==> src/rtl/exp_series_engine.sv <==
// Fixed-point Taylor-series engine for exp/cosh/sinh. Each term takes three
// cycles (multiply by x, multiply by 1/n, accumulate) and shares one multiplier.
module exp_series_engine #(
    parameter int unsigned WIDTH     = 16,
    parameter int unsigned FRAC      = 12,
    parameter int unsigned MAX_TERMS = 16,
    parameter int unsigned TW        = $clog2(MAX_TERMS + 1)
) (
    input  logic                    clk,
    input  logic                    rst,
    input  logic                    start,
    input  logic [1:0]              mode,
    input  logic signed [WIDTH-1:0] x_in,
    input  logic [TW-1:0]           terms_in,
    output logic                    busy,
    output logic                    done,
    output logic signed [WIDTH-1:0] result,
    output logic                    ovf
);

    typedef enum logic [2:0] {
        StIdle,
        StInit,
        StMulX,
        StMulC,
        StAcc,
        StDone
    } state_e;

    localparam int unsigned RecipDepth = 1 << TW;
    localparam logic signed [WIDTH-1:0] One =
        {{(WIDTH - FRAC - 1){1'b0}}, 1'b1, {FRAC{1'b0}}};
    localparam logic signed [WIDTH-1:0] WordMax = {1'b0, {(WIDTH - 1){1'b1}}};
    localparam logic signed [WIDTH-1:0] WordMin = {1'b1, {(WIDTH - 1){1'b0}}};
    localparam logic signed [2*WIDTH-1:0] ProdMax =
        {{(WIDTH + 1){1'b0}}, {(WIDTH - 1){1'b1}}};
    localparam logic signed [2*WIDTH-1:0] ProdMin =
        {{(WIDTH + 1){1'b1}}, {(WIDTH - 1){1'b0}}};

    state_e                  state_q, state_d;
    logic signed [WIDTH-1:0] x_q, x_d;
    logic [1:0]              mode_q, mode_d;
    logic [TW-1:0]           nlim_q, nlim_d;
    logic [TW-1:0]           n_q, n_d;
    logic signed [WIDTH-1:0] t_q, t_d;
    logic signed [WIDTH-1:0] acc_q, acc_d;
    logic                    ovf_int_q, ovf_int_d;
    logic signed [WIDTH-1:0] result_q, result_d;
    logic                    ovf_q, ovf_d;
    logic                    busy_q, busy_d;
    logic                    done_q, done_d;

    // Reciprocal table is a pure elaboration-time constant; entry 0 is unused.
    logic signed [WIDTH-1:0] recip_tbl [RecipDepth];
    for (genvar i = 0; i < RecipDepth; i++) begin : g_recip
        if (i == 0) begin : g_zero
            assign recip_tbl[i] = '0;
        end else begin : g_val
            assign recip_tbl[i] = WIDTH'((1 << FRAC) / i);
        end
    end

    logic signed [WIDTH-1:0]   mul_b;
    logic signed [2*WIDTH-1:0] prod;
    logic signed [2*WIDTH-1:0] prod_sh;
    logic signed [WIDTH-1:0]   mul_sat;
    logic                      mul_ovf;
    logic [WIDTH:0]            sum;
    logic signed [WIDTH-1:0]   acc_sat;
    logic                      acc_ovf;
    logic                      add_en;

    always_comb begin
        mul_b   = (state_q == StMulC) ? recip_tbl[n_q] : x_q;
        prod    = {{WIDTH{t_q[WIDTH-1]}}, t_q} * {{WIDTH{mul_b[WIDTH-1]}}, mul_b};
        prod_sh = prod >>> FRAC;
        mul_ovf = (prod_sh > ProdMax) || (prod_sh < ProdMin);
        if (prod_sh > ProdMax) begin
            mul_sat = WordMax;
        end else if (prod_sh < ProdMin) begin
            mul_sat = WordMin;
        end else begin
            mul_sat = prod_sh[WIDTH-1:0];
        end

        // Overflow when the extra sign bit disagrees with the word's sign bit.
        sum     = {acc_q[WIDTH-1], acc_q} + {t_q[WIDTH-1], t_q};
        acc_ovf = sum[WIDTH] ^ sum[WIDTH-1];
        if (acc_ovf) begin
            acc_sat = sum[WIDTH] ? WordMin : WordMax;
        end else begin
            acc_sat = sum[WIDTH-1:0];
        end

        case (mode_q)
            2'd1:    add_en = ~n_q[0];
            2'd2:    add_en = n_q[0];
            default: add_en = 1'b1;
        endcase
    end

    always_comb begin
        state_d   = state_q;
        x_d       = x_q;
        mode_d    = mode_q;
        nlim_d    = nlim_q;
        n_d       = n_q;
        t_d       = t_q;
        acc_d     = acc_q;
        ovf_int_d = ovf_int_q;
        result_d  = result_q;
        ovf_d     = ovf_q;

        unique case (state_q)
            StIdle: begin
                if (start) begin
                    x_d    = x_in;
                    mode_d = mode;
                    if (terms_in == '0) begin
                        nlim_d = TW'(1);
                    end else if (terms_in > TW'(MAX_TERMS)) begin
                        nlim_d = TW'(MAX_TERMS);
                    end else begin
                        nlim_d = terms_in;
                    end
                    state_d = StInit;
                end
            end
            StInit: begin
                t_d       = One;
                n_d       = TW'(1);
                ovf_int_d = 1'b0;
                acc_d     = (mode_q == 2'd2) ? '0 : One;
                if (nlim_q == TW'(1)) begin
                    result_d = acc_d;
                    ovf_d    = 1'b0;
                    state_d  = StDone;
                end else begin
                    state_d = StMulX;
                end
            end
            StMulX: begin
                t_d       = mul_sat;
                ovf_int_d = ovf_int_q | mul_ovf;
                state_d   = StMulC;
            end
            StMulC: begin
                t_d       = mul_sat;
                ovf_int_d = ovf_int_q | mul_ovf;
                state_d   = StAcc;
            end
            StAcc: begin
                if (add_en) begin
                    acc_d     = acc_sat;
                    ovf_int_d = ovf_int_q | acc_ovf;
                end
                n_d = n_q + TW'(1);
                if (n_d == nlim_q) begin
                    result_d = acc_d;
                    ovf_d    = ovf_int_d;
                    state_d  = StDone;
                end else begin
                    state_d = StMulX;
                end
            end
            StDone: state_d = StIdle;
            default: state_d = StIdle;
        endcase

        busy_d = (state_d != StIdle);
        done_d = (state_d == StDone);
    end

    always_ff @(posedge clk) begin
        if (!rst) begin
            state_q   <= StIdle;
            x_q       <= '0;
            mode_q    <= '0;
            nlim_q    <= '0;
            n_q       <= '0;
            t_q       <= '0;
            acc_q     <= '0;
            ovf_int_q <= 1'b0;
            result_q  <= '0;
            ovf_q     <= 1'b0;
            busy_q    <= 1'b0;
            done_q    <= 1'b0;
        end else begin
            state_q   <= state_d;
            x_q       <= x_d;
            mode_q    <= mode_d;
            nlim_q    <= nlim_d;
            n_q       <= n_d;
            t_q       <= t_d;
            acc_q     <= acc_d;
            ovf_int_q <= ovf_int_d;
            result_q  <= result_d;
            ovf_q     <= ovf_d;
            busy_q    <= busy_d;
            done_q    <= done_d;
        end
    end

    assign busy   = busy_q;
    assign done   = done_q;
    assign result = result_q;
    assign ovf    = ovf_q;

endmodule
==> config.mk <==
export PLATFORM = sky130hd
export DESIGN_NAME = exp_series_engine
export DESIGN_NICKNAME = d
export VERILOG_FILES = /design/src/rtl/exp_series_engine.sv
export SDC_FILE = /design/constraint.sdc
export NUM_CORES = 1
export LEC_CHECK = 0
export CORE_UTILIZATION = 25
export CTS_CLUSTER_SIZE = 12
export DETAILED_ROUTE_END_ITERATION = 8
export GPL_TIMING_DRIVEN = 0
export SYNTH_ARGS = -nofsm -noshare
export SYNTH_HDL_FRONTEND = slang
export SYNTH_SLANG_ARGS = --single-unit
==> constraint.sdc <==
create_clock -name clk -period 11.6 [get_ports clk]
set_input_delay 2.32 -clock clk [delete_from_list [all_inputs] [get_ports clk]]
set_output_delay 2.32 -clock clk [all_outputs]
set_load 0.05 [all_outputs]
==> qor.txt, run 1 <==
Hpwl dp = 35100 um
Pwr dens = 130.2 mW/mm^2
CTS tree = built
DRC errors left = 0
RePlAce Congestion = 0.9148
Commonest non-fill, non-tap cells in the layout = 322 x inv_1, 262 x fa_1, 226 x nand2_1, 105 x ha_1, 83 x dfxtp_1
Clk sinks = 83
Multi-input logic area = 0.01177 sq mm
EDFF count, synth = 0
Avg WL per Cell = 16.52 um
Die Span Y = 246.7 um
CP max-delay cell = o21ai_0
Pre-CTS WS = 1.649 ns
Fin. Hold Viols = 0
Largest net degree at the start of global routing = 14
Switching Share = 52.30%
Total track usage = 14.37%
CTS Buffer Depth = 2
Hold Path Origin = result[3]$_SDFFE_PN0P_
Vias in the first global route = 12920
Core area = 0.05913 sq mm
Setup crit end kind = flip-flop
Hold_buf cts = 0
Largest stage delay, worst path = 0.78 ns
Crit path launch type = flip-flop
Worst IR Drop VDD = 0.07334 mV
CTS Buf Count = 9
Hold Path Depth = 2
R2R Setup Slk = 1.51 ns
Asr flop ratio synth = 0%
Detailed Route WL = 42380 um
Sequential element share of the synthesized area = 11.10%
Die footprint = 0.06088 sq mm
# diodes = 0
Fin. max-slew vios = 0
Minimum clock period = 10.09 ns
RSZ-0062 raised after global routing = false
First-pass GRT wire length = 69300 um
Slew @ Worst Pin = 1.099 ns
Post-Syn Area per Cell = 8.641 sq um
Fin area = 0.01675 sq mm
Clock slew at reported path FFs = 0.06 ns
Critical Path AT = 10.32 ns
NumNets Final = 2182
Cts repair resizes = 0
Max_cap viols = 0
Setup Total Neg Slack = 0 ns
Syn-to-layout area delta = 11.84%
Ys flop type = dfxtp_1
R2R cell count = 31
Total I/O pin count = 45
Post-DP Area = 0.01640 sq mm
Logic pwr share = 63.2%
Yosys reg bits = 83
Post-synthesis cell count = 1733
End of the worst hold path = result[3]$_SDFFE_PN0P_
Clock power frac = 15.4%
Final WS setup = 1.509 ns
Worst min path class = reg -> reg
Most used cell, CP = fa_1
Initial Utilization = 25.32%
Worst r2r src = n_q[0]$_SDFFE_PN0P_
H-tree depth = 3
Yosys cell types = 79
Initial DRC count = 775
Layout cells sized above 1 = 2.677%
Post-CTS Setup Inserts = 0
Gr ovfl total = 0
Internal Pwr Total = 0.001040 W
Site Rows = 89
Antenna-violating nets left = 0
Clk_lat worst skew = 0.34 ns
CP required = 11.83 ns
Initial antenna violation count = 0
CP Class = reg -> reg
Period utilization = 86.99%
R2r endpoint = t_q[13]$_SDFFE_PN0P_
CTS root buf = clkbuf_16
Register Area = 0.001662 sq mm
Die width = 246.7 um
Total number of vias = 12350
Synth Net Count = 2126
NetSw = 0.001141 W
Worst rel slew slack = 25.98%
Highest clock rate = 99.10 MHz
DRT Pass-1 Iters = 5
Filler cells = 6331
Vias per cell = 4.813
Clk_skew = 0.006872 ns
Power share of the sequential group = 21.5%
Most common cell after layout, fill and taps aside = inv_1
Pwr Total = 0.002181 W
Status = complete, no violations
Port bufs = 44
Synthesized cell area = 0.01497 sq mm
Crit Path Max Fanout = 10
Final setup viols = 0
Leakage = 7.622 nW
Synth warnings = 0
## synth_stat cells, types with 24 or more instances
cell type	instances	area share (%)
a21boi_0	28	1.4
nand2_1	226	5.7
clkbuf_1	72	1.8
inv_1	322	8.1
nor2b_1	51	2.1
a21o_1	24	1.2
xnor2_1	34	2.0
and3_1	36	1.5
nor2_1	61	1.5
and2_1	51	2.1
a21oi_1	56	1.9
fa_1	262	35
ha_1	105	8.8
dfxtp_1	83	11
o21ai_0	56	1.9
## worst max-delay path by stage
stage          slack [ns]                   end  depth (start not counted)                start
6_report             1.51  t_q[13]$_SDFFE_PN0P_                         31  n_q[0]$_SDFFE_PN0P_
5_1_grt              0.98   t_q[4]$_SDFFE_PN0P_                         31  n_q[0]$_SDFFE_PN0P_
4_1_cts              1.62   t_q[4]$_SDFFE_PN0P_                         31  n_q[0]$_SDFFE_PN0P_
3_5_place_dp         1.65  t_q[13]$_SDFFE_PN0P_                         31  n_q[0]$_SDFFE_PN0P_
3_3_place_gp         1.73   t_q[5]$_SDFFE_PN0P_                         28  n_q[0]$_SDFFE_PN0P_
2_1_floorplan        3.45   t_q[3]$_SDFFE_PN0P_                         31  n_q[0]$_SDFFE_PN0P_
## per-layer routing
| layer | up-vias | track usage, % | share of wire, % |
|---|---|---|---|
| met3 | 72 | 1.856 | 5.4 |
| li1 | 5647 | - | - |
| met2 | 358 | 25.03 | 49 |
| met4 | 0 | 3.522 | 2.6 |
| met1 | 6272 | 18.66 | 43 |
| met5 | - | 0 | 0 |
## registers in the layout, summed over array words and instances (netlist names)
name / count
done: 1
t_q: 16
busy: 1
ovf_int_q: 1
n_q: 5
mode_q: 2
ovf: 1
acc_q: 16
state_q: 3
result: 16
x_q: 16
nlim_q: 5
## stage by stage
| step | util [%] | cells | hold WS (ns) |
|---|---|---|---|
| global route | 28.32 | 2566 | 0.4659 |
| detailed placement | 27.73 | 2551 | 0.4316 |
| CTS | 28.32 | 2566 | 0.4403 |
| global placement | 27.70 | 2550 | 0.4344 |
| floorplan | - | 1733 | 0.4437 |
| finish | 28.32 | 2566 | 0.4349 |
## cells by family after synthesis
kind of cell	after synthesis	share of synthesized area, %
xor+xnor	48	2.933
flops	83	11.10
simple gates	506	16.28
compound gates	310	14.69
fa+ha+maj	368	43.87
buf+inv	408	10.39
mux	10	0.7520
## power groups by stage
stage	clock (W)	combinational (W)	sequential (W)
after floorplan	0	0.000954	0.000406
after global placement	0	0.00134	0.000470
after detailed placement	0	0.00136	0.000472
after CTS	0.000341	0.00137	0.000466
after global routing	0.000351	0.00155	0.000471
final	0.000336	0.00138	0.000468
## critical path: cells and delay by family, from the launching register on
family / cells / cell delay [ns]
AND/OR/NAND/NOR: 6 / 1.59
XOR/XNOR: 1 / 0.19
buffers and inverters: 9 / 2.05
AO/OA/AOI/OAI: 7 / 2.12
adder cells (fa/ha/maj): 8 / 3.67
flip-flops: 1 / 0.36
## cell type report
| cell class | count | share of cell area, % |
|---|---|---|
| Inverter | 324 | 7.262 |
| Timing Repair Buffer | 45 | 2.675 |
| Clock inverter | 4 | 0.5827 |
| Clock buffer | 11 | 1.509 |
| Sequential cell | 83 | 9.922 |
| Buffer | 84 | 2.025 |
| Tap cell | 773 | 5.775 |
| Multi-Input combinational cell | 1242 | 70.25 |
Power figures use the tool's default switching activity.
==> inputs of run 2 (changes only) <==
--- a/config.mk
+++ b/config.mk
@@ -5,10 +5,13 @@
 export SDC_FILE = /design/constraint.sdc
 export NUM_CORES = 1
 export LEC_CHECK = 0
+export ABC_AREA = 1
+export ABC_CLOCK_PERIOD_IN_PS = 11600
 export CORE_UTILIZATION = 25
 export CTS_CLUSTER_SIZE = 12
 export DETAILED_ROUTE_END_ITERATION = 8
 export GPL_TIMING_DRIVEN = 0
+export SKIP_CTS_REPAIR_TIMING = 1
 export SYNTH_ARGS = -nofsm -noshare
 export SYNTH_HDL_FRONTEND = slang
 export SYNTH_SLANG_ARGS = --single-unit
==> qor.txt, run 2 <==
Setup crit end kind = flip-flop (unchanged)
CTS root buf = clkbuf_16 (unchanged)
RePlAce Congestion = 0.9283 (was 0.9148)
Highest clock rate = 116.1 MHz (was 99.10 MHz)
Switching Share = 54.03% (was 52.30%)
Register Area = 0.001662 sq mm (unchanged)
Post-synthesis cell count = 1905 (was 1733)
Die Span Y = 244.7 um (was 246.7 um)
Asr flop ratio synth = 0% (unchanged)
Commonest non-fill, non-tap cells in the layout = 393 x inv_1, 383 x nand2_1, 262 x fa_1, 210 x nor2_1, 105 x ha_1 (was 322 x inv_1, 262 x fa_1, 226 x nand2_1, 105 x ha_1, 83 x dfxtp_1)
Die footprint = 0.05987 sq mm (was 0.06088 sq mm)
Largest cells by area after synthesis = fa_1 36%, dfxtp_1 11%, inv_1 10%, nand2_1 9.8%, ha_1 8.9% (was fa_1 35%, dfxtp_1 11%, ha_1 8.8%, inv_1 8.1%, nand2_1 5.7%)
Pwr dens = 132.2 mW/mm^2 (was 130.2 mW/mm^2)
Synth Net Count = 2298 (was 2126)
Yosys cell types = 52 (was 79)
Status = complete, no violations (unchanged)
Synth cell count leaders = 393 x inv_1, 383 x nand2_1, 262 x fa_1 (was 322 x inv_1, 262 x fa_1, 226 x nand2_1)
CP Class = reg -> reg (unchanged)
Period utilization = 74.27% (was 86.99%)
Port bufs = 44 (unchanged)
Most common cell in the netlist = inv_1 (unchanged)
Internal Pwr Total = 0.0009980 W (was 0.001040 W)
Syn-to-layout area delta = 11.54% (was 11.84%)
Clk_skew = 0.01419 ns (was 0.006872 ns)
Max_cap viols = 0 (unchanged)
EDFF count, synth = 0 (unchanged)
Logic pwr share = 69.9% (was 63.2%)
CTS Buf Count = 9 (unchanged)
Initial antenna violation count = 0 (unchanged)
H-tree depth = 3 (unchanged)
Synthesized cell area = 0.01472 sq mm (was 0.01497 sq mm)
First-pass GRT wire length = 66650 um (was 69300 um)
Minimum clock period = 8.615 ns (was 10.09 ns)
Vias in the first global route = 12520 (was 12920)
Initial Utilization = 25.42% (was 25.32%)
Clk_lat worst skew = 0.36 ns (was 0.34 ns)
Layout cells sized above 1 = 3.715% (was 2.677%)
Hpwl dp = 34680 um (was 35100 um)
Largest area contributor in the netlist = fa_1 (unchanged)
Most used cell, CP = nand2_1 (was fa_1)
NetSw = 0.001173 W (was 0.001141 W)
Critical Path AT = 8.83 ns (was 10.32 ns)
Post-Syn Area per Cell = 7.729 sq um (was 8.641 sq um)
Yosys top cell area share = 35.63% (was 35.03%)
Total track usage = 14.14% (was 14.37%)
Final setup viols = 0 (unchanged)
Sequential element share of the synthesized area = 11.29% (was 11.10%)
Total number of vias = 12170 (was 12350)
Crit path launch type = flip-flop (unchanged)
NumNets Final = 2353 (was 2182)
Leakage = 7.702 nW (was 7.622 nW)
Core area = 0.05792 sq mm (was 0.05913 sq mm)
Crit Path Max Fanout = 10 (unchanged)
Post-DP Area = 0.01612 sq mm (was 0.01640 sq mm)
Vias per cell = 4.459 (was 4.813)
Antenna-violating nets left = 0 (unchanged)
Yosys reg bits = 83 (unchanged)
Power share of the sequential group = 16.7% (was 21.5%)
CTS Buffer Depth = 2 (unchanged)
Synth warnings = 0 (unchanged)
Worst Setup SP = n_q[0]$_SDFFE_PN0P_ (unchanged)
Slew @ Worst Pin = 0.8625 ns (was 1.099 ns)
Site Rows = 88 (was 89)
Worst IR Drop VDD = 0.06856 mV (was 0.07334 mV)
Worst rel slew slack = 41.98% (was 25.98%)
Fin area = 0.01642 sq mm (was 0.01675 sq mm)
Clock slew at reported path FFs = 0.07 ns (was 0.06 ns)
Ys flop type = dfxtp_1 (unchanged)
Most common cell after layout, fill and taps aside = inv_1 (unchanged)
Clk sinks = 83 (unchanged)
RSZ-0062 raised after global routing = false (unchanged)
Largest stage delay, worst path = 0.76 ns (was 0.78 ns)
DRC errors left = 0 (unchanged)
Clock power frac = 13.5% (was 15.4%)
# diodes = 0 (unchanged)
CP required = 11.82 ns (was 11.83 ns)
Worst r2r src = n_q[0]$_SDFFE_PN0P_ (unchanged)
Total I/O pin count = 45 (unchanged)
Die width = 244.7 um (was 246.7 um)
Detailed Route WL = 40650 um (was 42380 um)
Largest net degree at the start of global routing = 19 (was 14)
Worst min path class = reg -> reg (unchanged)
Fin. Hold Viols = 0 (unchanged)
Multi-input logic area = 0.01125 sq mm (was 0.01177 sq mm)
Filler cells = 6417 (was 6331)
CTS tree = built (unchanged)
Gr ovfl total = 0 (unchanged)
CP max-delay cell = fa_1 (was o21ai_0)
Initial DRC count = 857 (was 775)
Avg WL per Cell = 14.89 um (was 16.52 um)
Hold Path Origin = x_q[4]$_SDFFE_PN0P_ (was result[3]$_SDFFE_PN0P_)
DRT Pass-1 Iters = 5 (unchanged)
Setup Total Neg Slack = 0 ns (unchanged)
Fin. max-slew vios = 0 (unchanged)
Pwr Total = 0.002171 W (was 0.002181 W)
## run 2: changes by cell type after synthesis, sizes merged, moves of 22 or more
cell / change
nand3: +28
inv: +73
a21oi: +54
nor2b: -51
and2: -52
and3: -35
nor2: +153
nand2: +171
clkbuf: -22
a21boi: -27
xnor2: -22
## run 2: logic make-up (layout without fill, tap and decap cells)
logic type | count (synthesis) | in the layout | synth area share, %
compound gates | 247 | 247 | 9.909
xor+xnor | 43 | 43 | 2.558
fa+ha+maj | 367 | 367 | 44.55
buf+inv | 469 | 529 | 12.31
flops | 83 | 83 | 11.29
simple gates | 696 | 696 | 19.39
## run 2: worst paths after layout
| kind | slack (ns) | endpoint | cells after the start |
|---|---|---|---|
| max | 2.99 | t_q[0]$_SDFFE_PN0P_ | 36 |
| min | 0.48 | x_q[4]$_SDFFE_PN0P_ | 2 |
| max reg2reg | 2.99 | t_q[0]$_SDFFE_PN0P_ | 36 |
| min reg2reg | 0.48 | x_q[4]$_SDFFE_PN0P_ | 2 |
## run 2: metrics by stage
step           cells  hold slack [ns]  utilization [%]  setup slack (ns)
5_1_grt         2730           0.5056            28.36             2.444
2_1_floorplan   1905           0.4297                -             4.462
3_3_place_gp    2714           0.4637            27.83             3.152
4_1_cts         2730           0.4827            28.36             3.108
3_5_place_dp    2714           0.4666            27.83             3.130
6_report        2730           0.4807            28.36             2.985
## run 2: final cells by class
cell class,instances,share of cell area (%)
plain buffers,64,1.775
clock buffers,9,1.371
clock inverters,7,0.4648
inverters,405,9.257
multi-input cells,1353,68.50
flip-flops and latches,83,10.12
well taps,765,5.829
repair buffers,44,2.682
## run 2: worst max-delay path, delay by kind of cell (launching register included)
kind | cells | cell delay, ns
AO/OA/AOI/OAI | 4 | 0.79
AND/OR/NAND/NOR | 15 | 1.83
flip-flops | 1 | 0.33
adder cells (fa/ha/maj) | 8 | 4.01
buffers and inverters | 9 | 1.54
## run 2: layer usage
metal | up-vias | global-route usage, % | share of wire [%]
li1 | 5917 | - | -
met1 | 5920 | 19.25 | 46
met2 | 296 | 22.95 | 46
met3 | 40 | 2.744 | 6.0
met4 | 0 | 3.327 | 2.4
met5 | - | 0 | 0
## run 2: power by group through the flow
stage | Clock (W) | Combinational [W] | Sequential, W
2_1_floorplan | 0 | 0.00104 | 0.000394
3_3_place_gp | 0 | 0.00150 | 0.000369
3_5_place_dp | 0 | 0.00151 | 0.000369
4_1_cts | 0.000299 | 0.00152 | 0.000362
5_1_grt | 0.000312 | 0.00172 | 0.000367
6_report | 0.000293 | 0.00152 | 0.000362
==> inputs of run 3 (changes only) <==
--- a/config.mk
+++ b/config.mk
@@ -6,7 +6,7 @@
 export NUM_CORES = 1
 export LEC_CHECK = 0
 export ABC_AREA = 1
-export ABC_CLOCK_PERIOD_IN_PS = 11600
+export ABC_CLOCK_PERIOD_IN_PS = 8700
 export CORE_UTILIZATION = 25
 export CTS_CLUSTER_SIZE = 12
 export DETAILED_ROUTE_END_ITERATION = 8
==> constraint.sdc (replaced) <==
create_clock -name clk -period 8.7 [get_ports clk]
set_input_delay 1.74 -clock clk [delete_from_list [all_inputs] [get_ports clk]]
set_output_delay 1.74 -clock clk [all_outputs]
set_load 0.05 [all_outputs]
==> qor.txt, run 3 (synthesis results as in run 2) <==
Hpwl dp = 34680 um (unchanged)
Total I/O pin count = 45 (unchanged)
Fin util = 28.43% (was 28.36%)
Register Area = 0.001662 sq mm (unchanged)
Clk sinks = 83 (unchanged)
DRC errors left = 0 (unchanged)
RePlAce Congestion = 0.9283 (unchanged)
Vias per cell = 4.458 (was 4.459)
Leakage = 7.711 nW (was 7.702 nW)
CTS Buffer Depth = 2 (unchanged)
Fin. Hold Viols = 0 (unchanged)
Die width = 244.7 um (unchanged)
Largest net degree at the start of global routing = 19 (unchanged)
Most used cell, CP = inv_1 (was nand2_1)
Crit Path Max Fanout = 10 (unchanged)
Worst r2r src = n_q[0]$_SDFFE_PN0P_ (unchanged)
R2R Setup Slk = 0.50 ns (was 2.99 ns)
Syn-to-layout area delta = 11.84% (was 11.54%)
Setup crit end kind = flip-flop (unchanged)
Slew @ Worst Pin = 0.8718 ns (was 0.8625 ns)
H-tree depth = 3 (unchanged)
Site Rows = 88 (unchanged)
Layout Cells excl Fill = 2730 (unchanged)
Die footprint = 0.05987 sq mm (unchanged)
CP required = 8.92 ns (was 11.82 ns)
Fin area = 0.01647 sq mm (was 0.01642 sq mm)
Placed cells = 2714 (unchanged)
Clock slew at reported path FFs = 0.07 ns (about the same)
Antenna-violating nets left = 0 (unchanged)
Initial Utilization = 25.42% (unchanged)
Pre-CTS WS = 0.2296 ns (was 3.130 ns)
Post-DP Area = 0.01612 sq mm (unchanged)
Hold Path Origin = mode_q[1]$_SDFFE_PN0P_ (was x_q[4]$_SDFFE_PN0P_)
First-pass GRT wire length = 66650 um (unchanged)
CP max-delay cell = fa_1 (unchanged)
Final WS setup = 0.4967 ns (was 2.985 ns)
Highest clock rate = 121.9 MHz (was 116.1 MHz)
Clk_skew = 0.01401 ns (was 0.01419 ns)
Minimum clock period = 8.203 ns (was 8.615 ns)
Worst rel slew slack = 41.88% (was 41.98%)
Layout cells sized above 1 = 4.427% (was 3.715%)
Max_cap viols = 0 (unchanged)
Total number of vias = 12170 (about the same)
Avg WL per Cell = 14.88 um (was 14.89 um)
Worst min path class = reg -> reg (unchanged)
Filler cells = 6412 (was 6417)
Die Span Y = 244.7 um (unchanged)
Clk_lat worst skew = 0.36 ns (about the same)
Period utilization = 94.29% (was 74.27%)
Hold Path Depth = 2 (unchanged)
Port bufs = 44 (unchanged)
Commonest non-fill, non-tap cells in the layout = 389 x inv_1, 383 x nand2_1, 261 x fa_1, 210 x nor2_1, 105 x ha_1 (was 393 x inv_1, 383 x nand2_1, 262 x fa_1, 210 x nor2_1, 105 x ha_1)
End of the worst hold path = mode_q[1]$_SDFFE_PN0P_ (was x_q[4]$_SDFFE_PN0P_)
Most common cell after layout, fill and taps aside = inv_1 (unchanged)
Multi-input logic area = 0.01127 sq mm (was 0.01125 sq mm)
Pwr dens = 175.9 mW/mm^2 (was 132.2 mW/mm^2)
Worst IR Drop VDD = 0.09202 mV (was 0.06856 mV)
Vias in the first global route = 12520 (unchanged)
Initial antenna violation count = 0 (unchanged)
Fin. max-slew vios = 0 (unchanged)
R2r endpoint = t_q[0]$_SDFFE_PN0P_ (unchanged)
DRT Pass-1 Iters = 5 (unchanged)
CTS Buf Count = 9 (unchanged)
Status = complete, no violations (unchanged)
NumNets Final = 2353 (unchanged)
Crit path launch type = flip-flop (unchanged)
Critical Path AT = 8.42 ns (was 8.83 ns)
# diodes = 0 (unchanged)
Final setup viols = 0 (unchanged)
Detailed Route WL = 40610 um (was 40650 um)
CTS root buf = clkbuf_16 (unchanged)
Gr ovfl total = 0 (unchanged)
CP Class = reg -> reg (unchanged)
Initial DRC count = 813 (was 857)
R2R cell count = 36 (unchanged)
Largest stage delay, worst path = 0.66 ns (was 0.76 ns)
Core area = 0.05792 sq mm (unchanged)
Total track usage = 14.14% (unchanged)
CTS tree = built (unchanged)
==> run 3: cell count changes in the layout (fill, tap and decap cells not counted), moves of 2 or more <==
cell	previous run	this run
clkbuf_1	50	44
buf_4	4	8
inv_1	393	389
clkbuf_2	0	2
clkinvlp_4	0	2
inv_2	4	6
==> run 3: per-layer routing <==
layer	GRT usage, %	vias up	routed length [um]
li1	-	5912	-
met1	19.25	5884	18510
met2	22.95	329	18510
met3	2.744	46	2549
met4	3.327	0	1035
met5	0	-	0
==> run 3: power breakdown <==
group          switching [W]  internal, W
combinational        0.00133     0.000696
sequential         0.0000489     0.000434
clock               0.000186     0.000204
total                0.00156      0.00133
==> run 3: per-stage QoR <==
step	total power, W	TNS [ns]	hold WS (ns)
global placement	0.002496	0	0.4637
detailed placement	0.002498	0	0.4666
CTS	0.002907	0	0.4827
finish	0.002896	0	0.4825
global route	0.003203	-0.006730	0.5056
floorplan	0.001906	0	0.4297
==> run 3: worst max path at each step <==
stage / from / endpoint / slack, ns / cells past startpoint
after floorplan: n_q[0]$_SDFFE_PN0P_ / t_q[13]$_SDFFE_PN0P_ / 1.56 / 36
after global placement: n_q[0]$_SDFFE_PN0P_ / t_q[0]$_SDFFE_PN0P_ / 0.25 / 36
after detailed placement: n_q[0]$_SDFFE_PN0P_ / t_q[13]$_SDFFE_PN0P_ / 0.23 / 37
after CTS: n_q[0]$_SDFFE_PN0P_ / t_q[0]$_SDFFE_PN0P_ / 0.21 / 36
after global routing: n_q[0]$_SDFFE_PN0P_ / t_q[0]$_SDFFE_PN0P_ / -0.007 / 37
final: n_q[0]$_SDFFE_PN0P_ / t_q[0]$_SDFFE_PN0P_ / 0.50 / 36
==> run 3: worst max-delay path, delay by kind of cell, from the launching register on <==
kind | cells | cell delay, ns
AOI/OAI and AO/OA | 3 | 0.41
adders and majority gates | 8 | 3.79
buffers and inverters | 11 | 1.74
DFF | 1 | 0.37
and+or+nand+nor | 14 | 1.74
==> run 3: layout make-up <==
| type | instances | area share, % |
|---|---|---|
| Buffer | 60 | 1.695 |
| Multi-Input combinational cell | 1353 | 68.43 |
| Tap cell | 765 | 5.813 |
| Clock inverter | 7 | 0.4635 |
| Sequential cell | 83 | 10.09 |
| Timing Repair Buffer | 48 | 2.857 |
| Inverter | 405 | 9.278 |
| Clock buffer | 9 | 1.368 |
